<file path="src/rtl/udp_tx_msg_gen.sv">
// Packs an application byte stream into the ros2_ether UDP TX buffer image and serves its reads.
// Define UDP_TX_MSG_GEN_FLUSH_EN to close a partial datagram after FLUSH_TIMEOUT idle cycles.
module udp_tx_msg_gen #(
  parameter int AWIDTH        = 6,
  parameter int MAX_BYTES     = (2**AWIDTH - 3) * 4,
  parameter int FLUSH_TIMEOUT = 1250000
) (
  input  logic              clk,
  input  logic              rst_n,
  input  logic [7:0]        s_tdata,
  input  logic              s_tvalid,
  output logic              s_tready,
  input  logic              s_tlast,
  input  logic [31:0]       dst_ip,
  input  logic [15:0]       dst_port,
  input  logic [15:0]       src_port,
  input  logic              txbuf_cpu_grant,
  output logic              txbuf_cpu_rel,
  input  logic [AWIDTH-1:0] txbuf_addr,
  output logic [31:0]       txbuf_rdata,
  output logic [15:0]       sent_cnt,
  output logic              drop
);

  localparam int PWORDS = 2**AWIDTH - 3;

  typedef enum logic [2:0] {
    ST_FILL       = 3'd0,
    ST_WAIT_GRANT = 3'd1,
    ST_REL        = 3'd2,
    ST_BUSY_LO    = 3'd3,
    ST_BUSY_HI    = 3'd4
  } state_t;

  if (MAX_BYTES > PWORDS * 4 || MAX_BYTES > 65535 || FLUSH_TIMEOUT < 2) begin : g_cfg_err
    $error("udp_tx_msg_gen: MAX_BYTES exceeds buffer capacity or FLUSH_TIMEOUT too small");
  end

  state_t              r_state;
  logic [15:0]         r_byte_len;
  logic [31:0]         r_hdr_ip;
  logic [15:0]         r_hdr_dport;
  logic [15:0]         r_hdr_sport;
  logic                r_tready;
  logic                r_rel;
  logic [31:0]         r_rdata;
  logic [15:0]         r_sent_cnt;
  logic                r_drop;
  logic [31:0]         r_payload [PWORDS];

  logic                w_beat;
  logic                w_room;
  logic                w_close;
  logic                w_clear;
  logic [AWIDTH-1:0]   w_wr_word;
  logic [1:0]          w_wr_lane;
  logic [AWIDTH-1:0]   w_rd_idx;
  logic [31:0]         w_rd_data;

  assign w_beat    = s_tvalid & r_tready;
  assign w_room    = (r_byte_len < 16'(MAX_BYTES));
  assign w_wr_word = r_byte_len[AWIDTH+1:2];
  assign w_wr_lane = r_byte_len[1:0];
  assign w_clear   = (r_state == ST_BUSY_HI) & txbuf_cpu_grant;
  assign w_rd_idx  = txbuf_addr - AWIDTH'(3);

`ifdef UDP_TX_MSG_GEN_FLUSH_EN
  localparam int FW = $clog2(FLUSH_TIMEOUT + 1);

  logic [FW-1:0] r_flush_cnt;
  logic          w_flush;

  assign w_flush = (r_state == ST_FILL) && (r_byte_len != 16'd0) && !w_beat &&
                   (r_flush_cnt == FW'(FLUSH_TIMEOUT - 1));
  assign w_close = (w_beat & s_tlast) | w_flush;

  // Idle counter: only runs while a partial datagram sits in FILL with no traffic.
  always_ff @(posedge clk or negedge rst_n) begin
    if (!rst_n) begin
      r_flush_cnt <= '0;
    end else if (r_state != ST_FILL || r_byte_len == 16'd0 || w_beat || w_flush) begin
      r_flush_cnt <= '0;
    end else begin
      r_flush_cnt <= r_flush_cnt + FW'(1);
    end
  end
`else
  assign w_close = w_beat & s_tlast;
`endif

  // Datagram lifecycle: fill, hand over with the grant/release handshake, then wait for read-back.
  always_ff @(posedge clk or negedge rst_n) begin
    if (!rst_n) begin
      r_state     <= ST_FILL;
      r_byte_len  <= 16'd0;
      r_hdr_ip    <= 32'h0;
      r_hdr_dport <= 16'h0;
      r_hdr_sport <= 16'h0;
      r_tready    <= 1'b1;
      r_rel       <= 1'b0;
      r_sent_cnt  <= 16'd0;
      r_drop      <= 1'b0;
    end else begin
      r_rel <= 1'b0;
      case (r_state)
        ST_FILL: begin
          if (w_beat) begin
            if (w_room) begin
              r_byte_len <= r_byte_len + 16'd1;
            end else begin
              r_drop <= 1'b1;
            end
          end
          if (w_close) begin
            r_hdr_ip    <= dst_ip;
            r_hdr_dport <= dst_port;
            r_hdr_sport <= src_port;
            r_tready    <= 1'b0;
            r_state     <= ST_WAIT_GRANT;
          end
        end
        ST_WAIT_GRANT: begin
          if (txbuf_cpu_grant) begin
            r_state <= ST_REL;
          end
        end
        ST_REL: begin
          r_rel      <= 1'b1;
          r_sent_cnt <= r_sent_cnt + 16'd1;
          r_state    <= ST_BUSY_LO;
        end
        ST_BUSY_LO: begin
          if (!txbuf_cpu_grant) begin
            r_state <= ST_BUSY_HI;
          end
        end
        ST_BUSY_HI: begin
          if (txbuf_cpu_grant) begin
            r_byte_len <= 16'd0;
            r_tready   <= 1'b1;
            r_state    <= ST_FILL;
          end
        end
        default: begin
          r_tready <= 1'b1;
          r_state  <= ST_FILL;
        end
      endcase
    end
  end

  // Payload store; wiped when the buffer returns so stale bytes never pad a shorter datagram.
  always_ff @(posedge clk or negedge rst_n) begin
    if (!rst_n) begin
      for (int i = 0; i < PWORDS; i++) begin
        r_payload[i] <= 32'h0;
      end
    end else if (w_clear) begin
      for (int i = 0; i < PWORDS; i++) begin
        r_payload[i] <= 32'h0;
      end
    end else if (w_beat && w_room) begin
      r_payload[w_wr_word][{w_wr_lane, 3'b000} +: 8] <= s_tdata;
    end
  end

  // Buffer image decode for the ros2_ether read port.
  always_comb begin
    w_rd_data = 32'h0;
    if (txbuf_addr == AWIDTH'(0)) begin
      w_rd_data = r_hdr_ip;
    end else if (txbuf_addr == AWIDTH'(1)) begin
      w_rd_data = {r_hdr_dport, r_hdr_sport};
    end else if (txbuf_addr == AWIDTH'(2)) begin
      w_rd_data = {16'h0, r_byte_len};
    end else if (w_rd_idx < AWIDTH'(PWORDS)) begin
      w_rd_data = r_payload[w_rd_idx];
    end else begin
      w_rd_data = 32'h0;
    end
  end

  // One-cycle registered read latency in every state.
  always_ff @(posedge clk or negedge rst_n) begin
    if (!rst_n) begin
      r_rdata <= 32'h0;
    end else begin
      r_rdata <= w_rd_data;
    end
  end

  assign s_tready      = r_tready;
  assign txbuf_cpu_rel = r_rel;
  assign txbuf_rdata   = r_rdata;
  assign sent_cnt      = r_sent_cnt;
  assign drop          = r_drop;

endmodule
</file>
<file path="config.mk">
export PLATFORM = sky130hd
export DESIGN_NAME = udp_tx_msg_gen
export DESIGN_NICKNAME = d
export VERILOG_FILES = /design/src/rtl/udp_tx_msg_gen.sv
export SDC_FILE = /design/constraint.sdc
export NUM_CORES = 2
export LEC_CHECK = 0
export CORE_ASPECT_RATIO = 0.75
export CORE_MARGIN = 2
export CORE_UTILIZATION = 25
export DETAILED_ROUTE_END_ITERATION = 16
export PLACE_DENSITY_LB_ADDON = 0.12
export SETUP_SLACK_MARGIN = 0.3
export SLEW_MARGIN = 15
export SYNTH_ARGS = -nofsm -noshare
export SYNTH_HDL_FRONTEND = slang
export SYNTH_SLANG_ARGS = --single-unit
</file>
<file path="constraint.sdc">
create_clock -name clk -period 7.5 [get_ports clk]
set_clock_uncertainty 0.15 [all_clocks]
set_input_delay 1.125 -clock clk [delete_from_list [all_inputs] [get_ports clk]]
set_output_delay 1.125 -clock clk [all_outputs]
set_load 0.02 [all_outputs]
</file>
==> impl_metrics.csv <==
group,metric,value,unit
timing,finalHoldWorstSlack,-0.02166,ns
global_route,first_global_vias,71520,
route,first_pass_iters,6,
route,dr_wl_met2,162.9,mm
global_route,grt_max_degree,220,
job,cap_viol_max_count,0,
cts,cts.path.max_buffers,4,
synthesis,syn_inst,8776,
layout,drive_gt1_share,13.38,%
global_route,grt_pass1_wl,556.3,mm
synthesis,yosysTopAreaCell,"dfrtp_1",
placement,hpwl,252.4,mm
route,vias,72040,
worst_setup_path,crit_fanout,14,
route,ant_nets,0,
synthesis,yosysUniqueCellTypes,82,
cts,clkSinkCount,2086,
power_and_ir_drop,sw_frac_of_total,30.23,%
worst_setup_path,required,8.09,ns
cts,post_cts_resized,0,
cts,postCtsSetupRepairBufs,0,
route,route.met3.wl,23.62,mm
timing,slew_viol_final,0,
timing,fmax,197.3,MHz
power_and_ir_drop,powerDensity,257.8,nW/um2
timing,rsz0062_at_grt,"false",
route,wl_per_cell,28.03,um
cts,clock_latency,0.92,ns
floorplan,die-width,708.4,um
route,drt_wl_total,385.8,mm
worst_setup_path,crit_arrival,5.66,ns
power_and_ir_drop,power_frac_seq,43.6,%
power_and_ir_drop,finalPower,0.02772,W
placement,io_buffers,133,
cts,cts_tree,"done",
synthesis,syn_area,93050,um2
synthesis,synth_edf_count,0,
floorplan,dieArea,377100,um2
power_and_ir_drop,p_comb_share,13.8,%
global_route,antenna_found_initial,20,
placement,place_congestion,0.8472,
route,drcViolationCount,0,
synthesis,ys_ff_latch,2086,
cts,cts.clk_slew.worst_paths,0.06,ns
floorplan,start_util,25.18,%
synthesis,synth_area_per_cell,10.60,um2
worst_setup_path,start_kind,"primary input",
cts,cts-buffers-inserted,237,
synthesis,ys_async_sr_fraction,100.0,%
synthesis,yosysMostFrequentCell,"dfrtp_1",
cts,cts_htree_levels,4,
worst_setup_path,reg2reg_depth,6,
route,via_per_inst,5.235,
synthesis,syn_nets,8869,
cts,ctsHoldBuffers,0,
timing,final_hold_viol_count,2,
worst_setup_path,r2r_setup_slack,3.32,ns
min_path,hold_path.class,"in -> async",
power_and_ir_drop,ir_drop,0.1927,mV
synthesis,yosysTopAreaCellShare,56.07,%
global_route,overflow,0,
synthesis,synth-seq-area-share,56.10,%
floorplan,num_io_pins,134,
timing,fin_crit_sh,67.58,%
route,drt_iter0_drc,6447,
worst_setup_path,end_kind,"register",
layout,nFillCells,38290,
status,status,"finished with violations",
layout,final_cell_count_no_fill,13760,
status,violations,"hold timing",
synthesis,yosys_warnings,0,
route,wl_met1,187.1,mm
floorplan,rows,193,
power_and_ir_drop,power_frac_clock,42.6,%
global_route,track_usage,20.11,%
timing,worst_slew_pin_slew,1.318,ns
route,top_layer,"met5",
timing,setup_viol,0,
floorplan,core_area,369500,um2
layout,syn2layout_area_growth,15.53,%
timing,slew_headroom,10.73,%
cts,cts_root_buffer,"clkbuf_16",
floorplan,dieHeight,532.3,um
placement,placedCellCount,13340,
synthesis,synth_common_cells,"2,085 x dfrtp_1, 2,052 x nand2_1, 1,981 x o21ai_0",
power_and_ir_drop,p_switching,0.008378,W
power_and_ir_drop,p_leak,43.61,nW
synthesis,synth.area.top_cells,"dfrtp_1 56%, mux4_2 11%, o21ai_0 11%",
worst_setup_path,criticalPathCategory,"in -> reg",
timing,setup_tns,0,ns
synthesis,ys.flop_type,"dfrtp_1",
timing,fin_crit,5.069,ns
power_and_ir_drop,internal-power,0.01934,W
layout,final_nets,8795,
power by group through the flow:
stage | Sequential [W] | Clock (W) | Combinational [W]
5_1_grt | 0.0121 | 0.0126 | 0.00405
2_1_floorplan | 0.0120 | 0 | 0.00195
6_report | 0.0121 | 0.0118 | 0.00381
3_5_place_dp | 0.0123 | 0 | 0.00383
3_3_place_gp | 0.0123 | 0 | 0.00380
4_1_cts | 0.0121 | 0.0121 | 0.00383
final cells by class:
class / count / area [um2] / share of cell area (%)
Antenna cell: 16 / 40.04 / 0.03725
Inverter: 12 / 46.29 / 0.04307
Tap cell: 4875 / 6100 / 5.674
Timing Repair Buffer: 315 / 3058 / 2.845
Clock inverter: 39 / 509.2 / 0.4737
Clock buffer: 368 / 7188 / 6.687
Multi-Input combinational cell: 6050 / 38350 / 35.68
Sequential cell: 2086 / 52200 / 48.56
worst max-delay path, cell delays in order:
cell,delay (ns)
clkdlybuf4s50_1,0.83
ha_1,0.76
xor2_4,0.26
nor4_2,0.88
nand2b_1,0.84
buf_4,0.30
a31oi_1,0.08
o311ai_0,0.22
buf_4,0.24
a21oi_1,0.07
through the flow:
| stage | area, um2 | utilization, % | setup WS (ns) | hold slack (ns) |
|---|---|---|---|---|
| after floorplan | 93050 | - | 3.068 | 0.2929 |
| after global placement | 99730 | 26.99 | 1.504 | 0.3057 |
| after detailed placement | 99740 | 26.99 | 1.522 | 0.3150 |
| after CTS | 107400 | 29.08 | 2.499 | 0.01737 |
| after global routing | 107500 | 29.09 | 2.147 | 0.01789 |
| final | 107500 | 29.10 | 2.431 | -0.02166 |
state kept, by name (all words and copies together) (netlist names):
name / cells
s_tready: 1
r_byte_len: 16
txbuf_cpu_rel: 1
r_hdr_sport: 16
r_hdr_dport: 16
sent_cnt: 16
txbuf_rdata: 32
r_payload: 1952
drop: 1
r_hdr_ip: 32
r_state: 3
worst paths after layout:
| check | endpoint | startpoint |
|---|---|---|
| max in group asynchronous | r_payload[378] | rst_n |
| worst min register to register | sent_cnt[15] | sent_cnt[15] |
| worst max-delay path | txbuf_rdata[16] | txbuf_addr[1] |
| worst min-delay path | r_hdr_dport[1] | rst_n |
| min in group clk | sent_cnt[15] | sent_cnt[15] |
| worst max register to register | r_payload[1617] | r_byte_len[11] |
logic make-up after synthesis:
group / after synthesis / share of synthesized area (%)
fa+ha+maj: 10 / 0.1345
flops: 2086 / 56.10
mux: 649 / 13.24
xor+xnor: 28 / 0.2918
compound gates: 2509 / 14.50
buf+inv: 640 / 3.101
simple gates: 2854 / 12.64
cells in the final DEF (no fill, tap or decap), drive strengths merged, types with 27 or more instances in the layout:
cell type	n
nand2	2052
clkbuf	368
a21oi	90
nor2	135
mux2i	110
mux2	82
clkdlybuf4s50	131
dfrtp	2085
buf	184
o21ai	1994
clkinv	27
a22oi	33
mux4	457
a31oi	237
nand3	576
metal layers:
layer / global-route usage [%] / up-vias
met5: 0 / -
met4: 5.766 / 2
met3: 3.211 / 476
met2: 28.93 / 2352
met1: 30.81 / 37910
li1: - / 31300
(Power assumes the default switching activity.)
